--- src/rtl/mc_control_fsm_rv32i.sv ---
// Multi-cycle RV32I control FSM: sequences the shared-memory datapath
// (PC/OldPC/IR/A/B/ALUOut/Data) and counts retired instructions.
module mc_control_fsm_rv32i #(
    parameter bit MEM_WAIT        = 1'b1,
    parameter bit HALT_ON_ILLEGAL = 1'b1,
    parameter int CNT_W           = 32
) (
    input  logic             clk,
    input  logic             reset,
    input  logic [31:0]      instr,
    input  logic             zero,
    input  logic             lt,
    input  logic             ltu,
    input  logic             mem_ready,
    output logic             mem_req,
    output logic             adr_src,
    output logic             mem_write,
    output logic             ir_write,
    output logic             pc_write,
    output logic             pc_lsb_clr,
    output logic             reg_write,
    output logic [1:0]       result_src,
    output logic [1:0]       alu_src_a,
    output logic [1:0]       alu_src_b,
    output logic [2:0]       imm_src,
    output logic [3:0]       alu_control,
    output logic             illegal,
    output logic [CNT_W-1:0] instret,
    output logic [3:0]       state_out
);

    localparam logic [6:0] OP_LOAD  = 7'b0000011;
    localparam logic [6:0] OP_STORE = 7'b0100011;
    localparam logic [6:0] OP_R     = 7'b0110011;
    localparam logic [6:0] OP_I     = 7'b0010011;
    localparam logic [6:0] OP_BR    = 7'b1100011;
    localparam logic [6:0] OP_JAL   = 7'b1101111;
    localparam logic [6:0] OP_JALR  = 7'b1100111;
    localparam logic [6:0] OP_LUI   = 7'b0110111;
    localparam logic [6:0] OP_AUIPC = 7'b0010111;

    localparam logic [3:0] ALU_ADD  = 4'b0000;
    localparam logic [3:0] ALU_SUB  = 4'b0001;
    localparam logic [3:0] ALU_AND  = 4'b0010;
    localparam logic [3:0] ALU_OR   = 4'b0011;
    localparam logic [3:0] ALU_SLT  = 4'b0101;
    localparam logic [3:0] ALU_SLTU = 4'b0110;
    localparam logic [3:0] ALU_XOR  = 4'b0111;
    localparam logic [3:0] ALU_SRL  = 4'b1000;
    localparam logic [3:0] ALU_SRA  = 4'b1001;
    localparam logic [3:0] ALU_SLL  = 4'b1010;

    localparam logic [1:0] SRCA_PC = 2'b00, SRCA_OLDPC = 2'b01, SRCA_RS1 = 2'b10, SRCA_ZERO = 2'b11;
    localparam logic [1:0] SRCB_RS2 = 2'b00, SRCB_IMM = 2'b01, SRCB_FOUR = 2'b10;
    localparam logic [2:0] IMM_I = 3'b000, IMM_S = 3'b001, IMM_B = 3'b010, IMM_J = 3'b011, IMM_U = 3'b100;
    localparam logic [1:0] RES_ALUOUT = 2'b00, RES_DATA = 2'b01, RES_ALURES = 2'b10;

    typedef enum logic [3:0] {
        S_FETCH     = 4'd0,
        S_DECODE    = 4'd1,
        S_MEMADR    = 4'd2,
        S_MEMREAD   = 4'd3,
        S_MEMWB     = 4'd4,
        S_MEMWRITE  = 4'd5,
        S_EXEC_R    = 4'd6,
        S_EXEC_I    = 4'd7,
        S_ALUWB     = 4'd8,
        S_BRANCH    = 4'd9,
        S_JAL       = 4'd10,
        S_JALR_TGT  = 4'd11,
        S_JALR_LINK = 4'd12,
        S_LUI       = 4'd13,
        S_AUIPC     = 4'd14,
        S_TRAP      = 4'd15
    } state_t;

    state_t           state_q, state_d;
    logic [CNT_W-1:0] instret_q, instret_d;
    logic             mem_done_s, retire_s;
    logic             mem_req_s, mem_write_s, ir_write_s, pc_write_s, reg_write_s;
    logic [2:0]       funct3_s;
    logic [6:0]       opcode_s;
    logic             alt_s;
    logic             unused_instr_s;

    // instr[30] picks sub only for register-register ops; immediates never subtract.
    function automatic logic [3:0] alu_decode(input logic [2:0] f3, input logic alt, input logic allow_sub);
        logic [3:0] op;
        case (f3)
            3'b000:  op = (alt & allow_sub) ? ALU_SUB : ALU_ADD;
            3'b001:  op = ALU_SLL;
            3'b010:  op = ALU_SLT;
            3'b011:  op = ALU_SLTU;
            3'b100:  op = ALU_XOR;
            3'b101:  op = alt ? ALU_SRA : ALU_SRL;
            3'b110:  op = ALU_OR;
            3'b111:  op = ALU_AND;
            default: op = ALU_ADD;
        endcase
        return op;
    endfunction

    function automatic logic branch_taken(input logic [2:0] f3, input logic z, input logic l, input logic lu);
        logic t;
        case (f3)
            3'b000:  t = z;
            3'b001:  t = ~z;
            3'b100:  t = l;
            3'b101:  t = ~l;
            3'b110:  t = lu;
            3'b111:  t = ~lu;
            default: t = 1'b0;
        endcase
        return t;
    endfunction

    assign funct3_s       = instr[14:12];
    assign opcode_s       = instr[6:0];
    assign alt_s          = instr[30];
    assign unused_instr_s = ^{instr[31], instr[29:15], instr[11:7]};
    assign mem_done_s     = mem_ready | ~MEM_WAIT;

    // State and retired-instruction counter registers.
    always_ff @(posedge clk) begin
        if (reset) begin
            state_q   <= S_FETCH;
            instret_q <= '0;
        end else begin
            state_q   <= state_d;
            instret_q <= instret_d;
        end
    end

    // Next-state and Moore output decode.
    always_comb begin
        state_d     = state_q;
        retire_s    = 1'b0;
        mem_req_s   = 1'b0;
        mem_write_s = 1'b0;
        ir_write_s  = 1'b0;
        pc_write_s  = 1'b0;
        reg_write_s = 1'b0;
        adr_src     = 1'b0;
        pc_lsb_clr  = 1'b0;
        result_src  = RES_ALUOUT;
        alu_src_a   = SRCA_PC;
        alu_src_b   = SRCB_RS2;
        imm_src     = IMM_I;
        alu_control = ALU_ADD;
        illegal     = 1'b0;
        case (state_q)
            S_FETCH: begin
                mem_req_s  = 1'b1;
                alu_src_b  = SRCB_FOUR;
                result_src = RES_ALURES;
                ir_write_s = mem_done_s;
                pc_write_s = mem_done_s;
                state_d    = mem_done_s ? S_DECODE : S_FETCH;
            end
            S_DECODE: begin
                // ALUOut captures OldPC+imm; JAL needs its J-immediate here.
                alu_src_a = SRCA_OLDPC;
                alu_src_b = SRCB_IMM;
                imm_src   = (opcode_s == OP_JAL) ? IMM_J : IMM_B;
                case (opcode_s)
                    OP_LOAD, OP_STORE: state_d = S_MEMADR;
                    OP_R:              state_d = S_EXEC_R;
                    OP_I:              state_d = S_EXEC_I;
                    OP_BR:             state_d = S_BRANCH;
                    OP_JAL:            state_d = S_JAL;
                    OP_JALR:           state_d = S_JALR_TGT;
                    OP_LUI:            state_d = S_LUI;
                    OP_AUIPC:          state_d = S_AUIPC;
                    default:           state_d = S_TRAP;
                endcase
            end
            S_MEMADR: begin
                alu_src_a = SRCA_RS1;
                alu_src_b = SRCB_IMM;
                imm_src   = (opcode_s == OP_STORE) ? IMM_S : IMM_I;
                state_d   = (opcode_s == OP_STORE) ? S_MEMWRITE : S_MEMREAD;
            end
            S_MEMREAD: begin
                mem_req_s = 1'b1;
                adr_src   = 1'b1;
                state_d   = mem_done_s ? S_MEMWB : S_MEMREAD;
            end
            S_MEMWB: begin
                result_src  = RES_DATA;
                reg_write_s = 1'b1;
                retire_s    = 1'b1;
                state_d     = S_FETCH;
            end
            S_MEMWRITE: begin
                mem_req_s   = 1'b1;
                adr_src     = 1'b1;
                mem_write_s = mem_done_s;
                retire_s    = mem_done_s;
                state_d     = mem_done_s ? S_FETCH : S_MEMWRITE;
            end
            S_EXEC_R: begin
                alu_src_a   = SRCA_RS1;
                alu_control = alu_decode(funct3_s, alt_s, 1'b1);
                state_d     = S_ALUWB;
            end
            S_EXEC_I: begin
                alu_src_a   = SRCA_RS1;
                alu_src_b   = SRCB_IMM;
                alu_control = alu_decode(funct3_s, alt_s, 1'b0);
                state_d     = S_ALUWB;
            end
            S_ALUWB: begin
                reg_write_s = 1'b1;
                retire_s    = 1'b1;
                state_d     = S_FETCH;
            end
            S_BRANCH: begin
                alu_src_a   = SRCA_RS1;
                alu_control = ALU_SUB;
                pc_write_s  = branch_taken(funct3_s, zero, lt, ltu);
                if (funct3_s[2:1] == 2'b01) begin
                    state_d = S_TRAP;
                end else begin
                    retire_s = 1'b1;
                    state_d  = S_FETCH;
                end
            end
            S_JAL: begin
                imm_src    = IMM_J;
                pc_write_s = 1'b1;
                alu_src_a  = SRCA_OLDPC;
                alu_src_b  = SRCB_FOUR;
                state_d    = S_ALUWB;
            end
            S_JALR_TGT: begin
                alu_src_a = SRCA_RS1;
                alu_src_b = SRCB_IMM;
                state_d   = S_JALR_LINK;
            end
            S_JALR_LINK: begin
                pc_write_s = 1'b1;
                pc_lsb_clr = 1'b1;
                alu_src_a  = SRCA_OLDPC;
                alu_src_b  = SRCB_FOUR;
                state_d    = S_ALUWB;
            end
            S_LUI: begin
                alu_src_a = SRCA_ZERO;
                alu_src_b = SRCB_IMM;
                imm_src   = IMM_U;
                state_d   = S_ALUWB;
            end
            S_AUIPC: begin
                alu_src_a = SRCA_OLDPC;
                alu_src_b = SRCB_IMM;
                imm_src   = IMM_U;
                state_d   = S_ALUWB;
            end
            S_TRAP: begin
                illegal = 1'b1;
                state_d = HALT_ON_ILLEGAL ? S_TRAP : S_FETCH;
            end
            default: begin
                state_d = S_FETCH;
            end
        endcase
        instret_d = retire_s ? (instret_q + {{(CNT_W-1){1'b0}}, 1'b1}) : instret_q;
    end

    // A held reset aborts any access mid-flight: no strobe escapes.
    assign mem_req   = mem_req_s   & ~reset;
    assign mem_write = mem_write_s & ~reset;
    assign ir_write  = ir_write_s  & ~reset;
    assign pc_write  = pc_write_s  & ~reset;
    assign reg_write = reg_write_s & ~reset;
    assign instret   = instret_q;
    assign state_out = state_q;

endmodule
--- config.mk ---
export PLATFORM = sky130hd
export DESIGN_NAME = mc_control_fsm_rv32i
export DESIGN_NICKNAME = d
export VERILOG_FILES = /design/src/rtl/mc_control_fsm_rv32i.sv
export SDC_FILE = /design/constraint.sdc
export NUM_CORES = 1
export LEC_CHECK = 0
export CAP_MARGIN = 10
export CORE_MARGIN = 2
export CORE_UTILIZATION = 46
export CTS_CLUSTER_DIAMETER = 80
export DETAILED_ROUTE_END_ITERATION = 10
export PLACE_DENSITY = 0.9
export SYNTH_ARGS = -nofsm -noshare
export SYNTH_HDL_FRONTEND = slang
export SYNTH_SLANG_ARGS = --single-unit
--- constraint.sdc ---
create_clock -name clk -period 2.55 [get_ports clk]
set_clock_uncertainty 0.1 [all_clocks]
set_input_delay 0.3825 -clock clk [delete_from_list [all_inputs] [get_ports clk]]
set_output_delay 0.3825 -clock clk [all_outputs]
set_load 0.05 [all_outputs]
# Word level (Yosys, flattened, before mapping)
# Index checks and enable logic that the tools add are counted.
[totals]
latch_bits = 0
inputBits = 38
mem_count = 0
ramBits = 0
register_bits = 36
mem_bits_ro = 0
[classes]
reduce_logical = 13
multipliers = 0
div_mod_pow = 0
order_cmp = 0
n_shift = 0
n_bitwise = 9
add_sub_neg = 1
muxes = 29
n_eq_ne = 32
[ops]
columns = ["op", "n"]
rows = [
  ["$pmux W4 S8", 3],
  ["$pmux W4 S10", 1],
  ["$add A32 B1 Y32 const B", 1],
  ["$eq A4 B4 Y1 const B", 8],
  ["$eq A7 B6 Y1 const B", 3],
  ["$eq A7 B7 Y1 const B", 3],
  ["$eq A4 B3 Y1 const B", 4],
  ["$eq A7 B5 Y1 const B", 2],
  ["$mux W1", 13],
  ["$eq A3 B3 Y1 const B", 4],
  ["$pmux W3 S4", 1],
  ["$pmux W4 S3", 1],
  ["$reduce_or A6 Y1", 2],
  ["$reduce_or A2 Y1", 5],
  ["$mux W3", 3],
  ["$eq A4 B2 Y1 const B", 2],
  ["$pmux W2 S2", 2],
  ["$eq A7 B2 Y1 const B", 1],
  ["$eq A3 B2 Y1 const B", 2],
  ["$pmux W1 S3", 2],
  ["$pmux W1 S6", 1],
  ["$pmux W2 S3", 1],
  ["$reduce_or A3 Y1", 2],
  ["$and A1 B1 Y1", 5],
  ["other kinds (9)", 12],
]

# Depth between registers and ports, before layout
[depth]
word_depth = 4
depth_mapped = 7
mapped_depth_nobuf = 5

# Worst setup path after synthesis
# OpenSTA, ideal clock, no wires.
[synth_path]
path_type = "register -> output"
start = "register state_q[1] (netlist: state_out[1])"
end = "output alu_control[3]"
n_path_buf = 3
required_ns = 2.068
t_arrival_ns = 2.849
stages_incl_launch_ff = 6
setup_slack_ns = -0.782
cell_sequence = "dfxtp_1 clkbuf_1 clkbuf_1 buf_1 nand3b_1 nor3b_1"
[synth_between]
elab_chain_cells = 2
elab_cells_between_ends = 4
cone_classes = "eq/ne: 3; mux: 1"
[synth_lines]
columns = ["item", "line", "text"]
rows = [
  ["start: declaration", "77", "state_t state_q, state_d;"],
  ["start signal: assignment", "129", "state_q <= state_d;"],
  ["$eq A4 B4 Y1 / $eq A4 B3 Y1 (equally long branches)", "151", "case (state_q)"],
  ["$pmux W4 S3 (*)", "151", ""],
  ["end: declaration", "26", "output logic [3:0] alu_control,"],
]
# Mark *: on every way between the ends. The rest lies on a longest branch, timed or not.

# Worst setup path in the final report
[layout_path]
start = "input instr[3]"
end = "output imm_src[0]"
[layout_between]
elab_chain_cells = 3
elab_cells_between_ends = 5
cone_classes = "eq/ne: 2; mux: 3"
[layout_lines]
columns = ["item", "line", "text"]
rows = [
  ["start: declaration", "10", "input logic [31:0] instr,"],
  ["$eq A7 B6 Y1 / $eq A7 B7 Y1 (equally long branches)", "180, 164", ""],
  ["$mux W1 (on tied branches)", "180, 164", ""],
  ["$pmux W3 S4 (*)", "151", ""],
  ["end: declaration", "25", "output logic [2:0] imm_src,"],
]
# Marks and branches as above.

==> flow_summary.html <==
<table>
<tr><th>Metric</th><th>Value</th></tr>
<tr><th colspan="2">Run status</th></tr>
<tr><td>Outcome</td><td>finished clean</td></tr>
<tr><th colspan="2">Yosys</th></tr>
<tr><td>Yosys Warn Count</td><td>0</td></tr>
<tr><td>Area share of the largest cell type after synthesis</td><td>between 20% and 30%</td></tr>
<tr><td>Post-synthesis cell type count</td><td>a little over 50</td></tr>
<tr><td>Count of state elements after synthesis</td><td>36</td></tr>
<tr><td>Post-Synthesis Net Count</td><td>396</td></tr>
<tr><td>Post-synthesis cell area</td><td>around 2700 um2</td></tr>
<tr><td>Sequential fraction of the synthesis area</td><td>27.1%</td></tr>
<tr><td>Number of flops mapped to enable cells by yosys</td><td>0</td></tr>
<tr><td>Avg Cell Area, Syn</td><td>roughly 7.4 um2</td></tr>
<tr><td>Synthesized instance count</td><td>357</td></tr>
<tr><td>Post-synth top flop</td><td>sky130_fd_sc_hd__dfxtp_1</td></tr>
<tr><td>Post-synthesis async set-or-reset flop share</td><td>0%</td></tr>
<tr><td>Most area-hungry cell type in the Yosys netlist</td><td>sky130_fd_sc_hd__dfxtp_1</td></tr>
<tr><td>Synth top area cells</td><td>sky130_fd_sc_hd__dfxtp_1, sky130_fd_sc_hd__mux2_2, sky130_fd_sc_hd__nor2b_1</td></tr>
<tr><th colspan="2">Die</th></tr>
<tr><td>Die area</td><td>6400 um2</td></tr>
<tr><td>Area of the core region</td><td>around 5500 um2</td></tr>
<tr><td>Row count</td><td>27</td></tr>
<tr><td>Die width</td><td>80.0 um</td></tr>
<tr><td>Die height</td><td>~80 um</td></tr>
<tr><td>Initial cell density of the core</td><td>around 48%</td></tr>
<tr><td>Number of ports placed on the die boundary</td><td>95</td></tr>
<tr><th colspan="2">Pwr</th></tr>
<tr><td>Power density relative to cell area</td><td>about 340 nW/um2</td></tr>
<tr><td>Leak Pwr</td><td>~1.4 nW</td></tr>
<tr><td>Worst voltage drop across the vdd grid</td><td>about 0.45 mV</td></tr>
<tr><th colspan="2">Cells and area</th></tr>
<tr><td>Number of nets in the layout</td><td>461</td></tr>
<tr><td># diodes</td><td>0</td></tr>
<tr><td>Core Util, Final</td><td>69.5%</td></tr>
<tr><td>Fraction of layout cells with a size suffix above 1</td><td>approximately 22%</td></tr>
<tr><td>Layout Cell Area excl Fill</td><td>3850 um2</td></tr>
<tr><td>Area growth from synthesis to final layout</td><td>45.0%</td></tr>
<tr><td>Most common library cell in the layout ignoring fill and taps</td><td>sky130_fd_sc_hd__clkdlybuf4s50_1</td></tr>
<tr><td>Number of filler cells placed in the layout</td><td>approximately 450</td></tr>
<tr><td>Commonest cells after routing, fill and taps aside</td><td>sky130_fd_sc_hd__clkdlybuf4s50_1, sky130_fd_sc_hd__dfxtp_1, sky130_fd_sc_hd__nor2_1</td></tr>
<tr><th colspan="2">STA</th></tr>
<tr><td>Hold Vio Cnt, Final</td><td>0</td></tr>
<tr><td>Final setup margin</td><td>0.134 ns</td></tr>
<tr><td>Final setup violation count</td><td>0</td></tr>
<tr><td>Unrepaired setup endpoints after global routing</td><td>false</td></tr>
<tr><td>Share of the clock period used by the worst path after layout</td><td>94.7%</td></tr>
<tr><td>Setup TNS</td><td>0 ns</td></tr>
<tr><td>Final slew viol count</td><td>0</td></tr>
<tr><td>Worst-margin pin slew</td><td>0.699 ns</td></tr>
<tr><td>Minimum clock period after layout</td><td>~2.4 ns</td></tr>
<tr><td>Final Hold Slack</td><td>between 0.4 and 0.5 ns</td></tr>
<tr><td>Headroom to the max-slew limit</td><td>53.4%</td></tr>
<tr><td>Upper clock frequency limit</td><td>414 MHz</td></tr>
<tr><th colspan="2">Placed design</th></tr>
<tr><td>Final RePlAce weighted congestion</td><td>between 0.8 and 0.9</td></tr>
<tr><td>Post-DP HPWL</td><td>between 5000 and 6000 um</td></tr>
<tr><td>Pre-CTS setup slack</td><td>between 0.006 and 0.007 ns</td></tr>
<tr><td>IO Port Bufs</td><td>73</td></tr>
<tr><td>Post-place instance area</td><td>3720 um2</td></tr>
<tr><th colspan="2">Routing</th></tr>
<tr><td>Wire per inst</td><td>14.8 um</td></tr>
<tr><td>Final antenna-violating net count</td><td>0</td></tr>
<tr><td>Average vias per placed instance</td><td>about 5.8</td></tr>
<tr><td>Number of vias in the routed layout</td><td>roughly 2,900</td></tr>
<tr><td>Total Wirelength</td><td>between 7000 and 8000 um</td></tr>
<tr><td>First-iteration detailed-routing DRC count</td><td>93</td></tr>
<tr><td>Drc violations</td><td>0</td></tr>
<tr><td>Iteration count of the initial detailed-routing pass</td><td>4</td></tr>
<tr><th colspan="2">Global route</th></tr>
<tr><td>Largest net degree at the start of global routing</td><td>56</td></tr>
<tr><td>First-pass GRT wire length</td><td>roughly 12,000 um</td></tr>
<tr><td>Number of antenna violations at the first check in global routing</td><td>0</td></tr>
<tr><td>Total overflow reported by the global router</td><td>0</td></tr>
<tr><td>GRT Resource Usage Total</td><td>23.3%</td></tr>
<tr><td>Via count of the first global-routing pass</td><td>about 2,600</td></tr>
<tr><th colspan="2">Setup path</th></tr>
<tr><td>Crit path DAT</td><td>about 1.9 ns</td></tr>
<tr><td>Master of the slowest instance on the critical path</td><td>sky130_fd_sc_hd__clkdlybuf4s50_1</td></tr>
<tr><td>Highest cell delay on the worst timing path</td><td>around 0.53 ns</td></tr>
<tr><td>Critical path type</td><td>input pin to primary output</td></tr>
<tr><td>Critical Path Source Type</td><td>input pin</td></tr>
<tr><td>Nature of the critical path endpoint</td><td>primary output</td></tr>
<tr><td>Worst EP required</td><td>roughly 2.1 ns</td></tr>
<tr><td>Worst-path maximum fanout</td><td>6</td></tr>
<tr><td>Cell-by-cell trace of the critical path</td><td>clkdlybuf4s50_1, nor4_2, and2_1, o21ai_0, a21oi_1, buf_12</td></tr>
<tr><th colspan="2">Clock network</th></tr>
<tr><td>Register clock-pin slew on the reported worst setup and hold paths</td><td>roughly 0.070 ns</td></tr>
<tr><td>Cts-stage hold buffer count</td><td>0</td></tr>
<tr><td>H-tree depth</td><td>2</td></tr>
<tr><td>Clock buffer count from CTS</td><td>5</td></tr>
<tr><td>Maximum number of buffers from clock root to sink</td><td>2</td></tr>
<tr><td>Root cell of the clock tree</td><td>sky130_fd_sc_hd__clkbuf_8</td></tr>
<tr><td>Clock insertion delay at the later pin of the skew report</td><td>0.28 ns</td></tr>
<tr><td>Clock tree from TritonCTS</td><td>yes</td></tr>
<tr><td># clock sinks</td><td>36</td></tr>
<tr><th colspan="2">Flow run</th></tr>
<tr><td>Count of maximum capacitance violations</td><td>0</td></tr>
<tr><th colspan="2">Hold path</th></tr>
<tr><td>Hold/Removal Path Class</td><td>flop to flop</td></tr>
</table>
==> cell families (layout without fill, tap and decap cells) <==
logic type	Yosys count	count (layout)	synth area share, %
AO/OA/AOI/OAI	62	62	14.7
XOR/XNOR	6	6	1.98
adder cells (fa/ha/maj)	1	1	0.471
buffers and inverters	40	106	6.17
flip-flops	36	36	27.1
multiplexers	21	21	8.90
AND/OR/NAND/NOR	191	191	40.6
==> synth_stat cells (3+ instances only) <==
master                     number
sky130_fd_sc_hd__buf_1          4
sky130_fd_sc_hd__nor2_1        36
sky130_fd_sc_hd__mux2_2        21
sky130_fd_sc_hd__o21ai_0       12
sky130_fd_sc_hd__a31oi_1        3
sky130_fd_sc_hd__nand3b_1       4
sky130_fd_sc_hd__nand2_1       23
sky130_fd_sc_hd__or4_1         10
sky130_fd_sc_hd__and2_1         3
sky130_fd_sc_hd__nor2b_1       29
sky130_fd_sc_hd__buf_2          5
sky130_fd_sc_hd__nand4_1       10
sky130_fd_sc_hd__clkbuf_1      22
sky130_fd_sc_hd__nand3_1       16
sky130_fd_sc_hd__nor3_1        11
sky130_fd_sc_hd__xnor2_1        3
sky130_fd_sc_hd__o31ai_1       10
sky130_fd_sc_hd__and4_1         5
sky130_fd_sc_hd__a21oi_1       21
sky130_fd_sc_hd__or3_1          3
sky130_fd_sc_hd__xor2_1         3
sky130_fd_sc_hd__inv_1          7
sky130_fd_sc_hd__nor4_1        18
sky130_fd_sc_hd__nand2b_1      10
sky130_fd_sc_hd__dfxtp_1       36
==> worst paths after layout <==
check	from	slack (ns)	cells past startpoint	endpoint
max reg2reg	state_out[2]$_SDFF_PP0_	0.22	4	instret[15]$_SDFFE_PP0P_
max	instr[3]	0.13	6	imm_src[0]
min	instret[1]$_SDFFE_PP0P_	0.42	2	instret[1]$_SDFFE_PP0P_
min reg2reg	instret[1]$_SDFFE_PP0P_	0.42	2	instret[1]$_SDFFE_PP0P_
==> metrics by stage <==
stage,power [W],std cells
after floorplan,0.000689,357
after global placement,0.000771,487
after detailed placement,0.000776,487
after CTS,0.00132,495
after global routing,0.00136,495
final,0.00131,495
==> power by group <==
group          internal [W]  total [W]  switching (W)
registers          0.000563   0.000566     0.00000293
clock network      0.000345   0.000550       0.000204
logic             0.0000854   0.000199       0.000114
==> repair_timing <==
| item | CTS | global route |
|---|---|---|
| gates resized for setup | 0 | 2 |
| buffers inserted | 0 | 0 |
| setup endpoints to repair | 0 | 1 |
==> flip-flops by register name, summed over array words and instances (netlist names) <==
register / count
state_out: 4
instret: 32
==> per-layer routing <==
metal  wire length (um)  GRT usage, %
met2               3830          42.7
met5                  0             0
met4                 18          4.41
met1               3090          28.5
met3                373          3.96
==> area by class of cell <==
cell class                 count  area [um2]  share of cell area, %
clock buffer                   7        96.3                   2.50
clock inverter                 1        30.0                  0.779
inverter                       7        26.3                  0.682
multi-input combinational    281        1870                   48.5
sequential                    36         722                   18.7
tap                           72        90.1                   2.34
timing repair buffer          91        1020                   26.4
==> worst max-delay path, delay by kind of cell <==
family | cells | cell delay (ns)
AO/OA/AOI/OAI | 2 | 0.34
buffers and inverters | 2 | 0.71
AND/OR/NAND/NOR | 2 | 0.50
No activity file was read; power rests on OpenSTA's default activity.
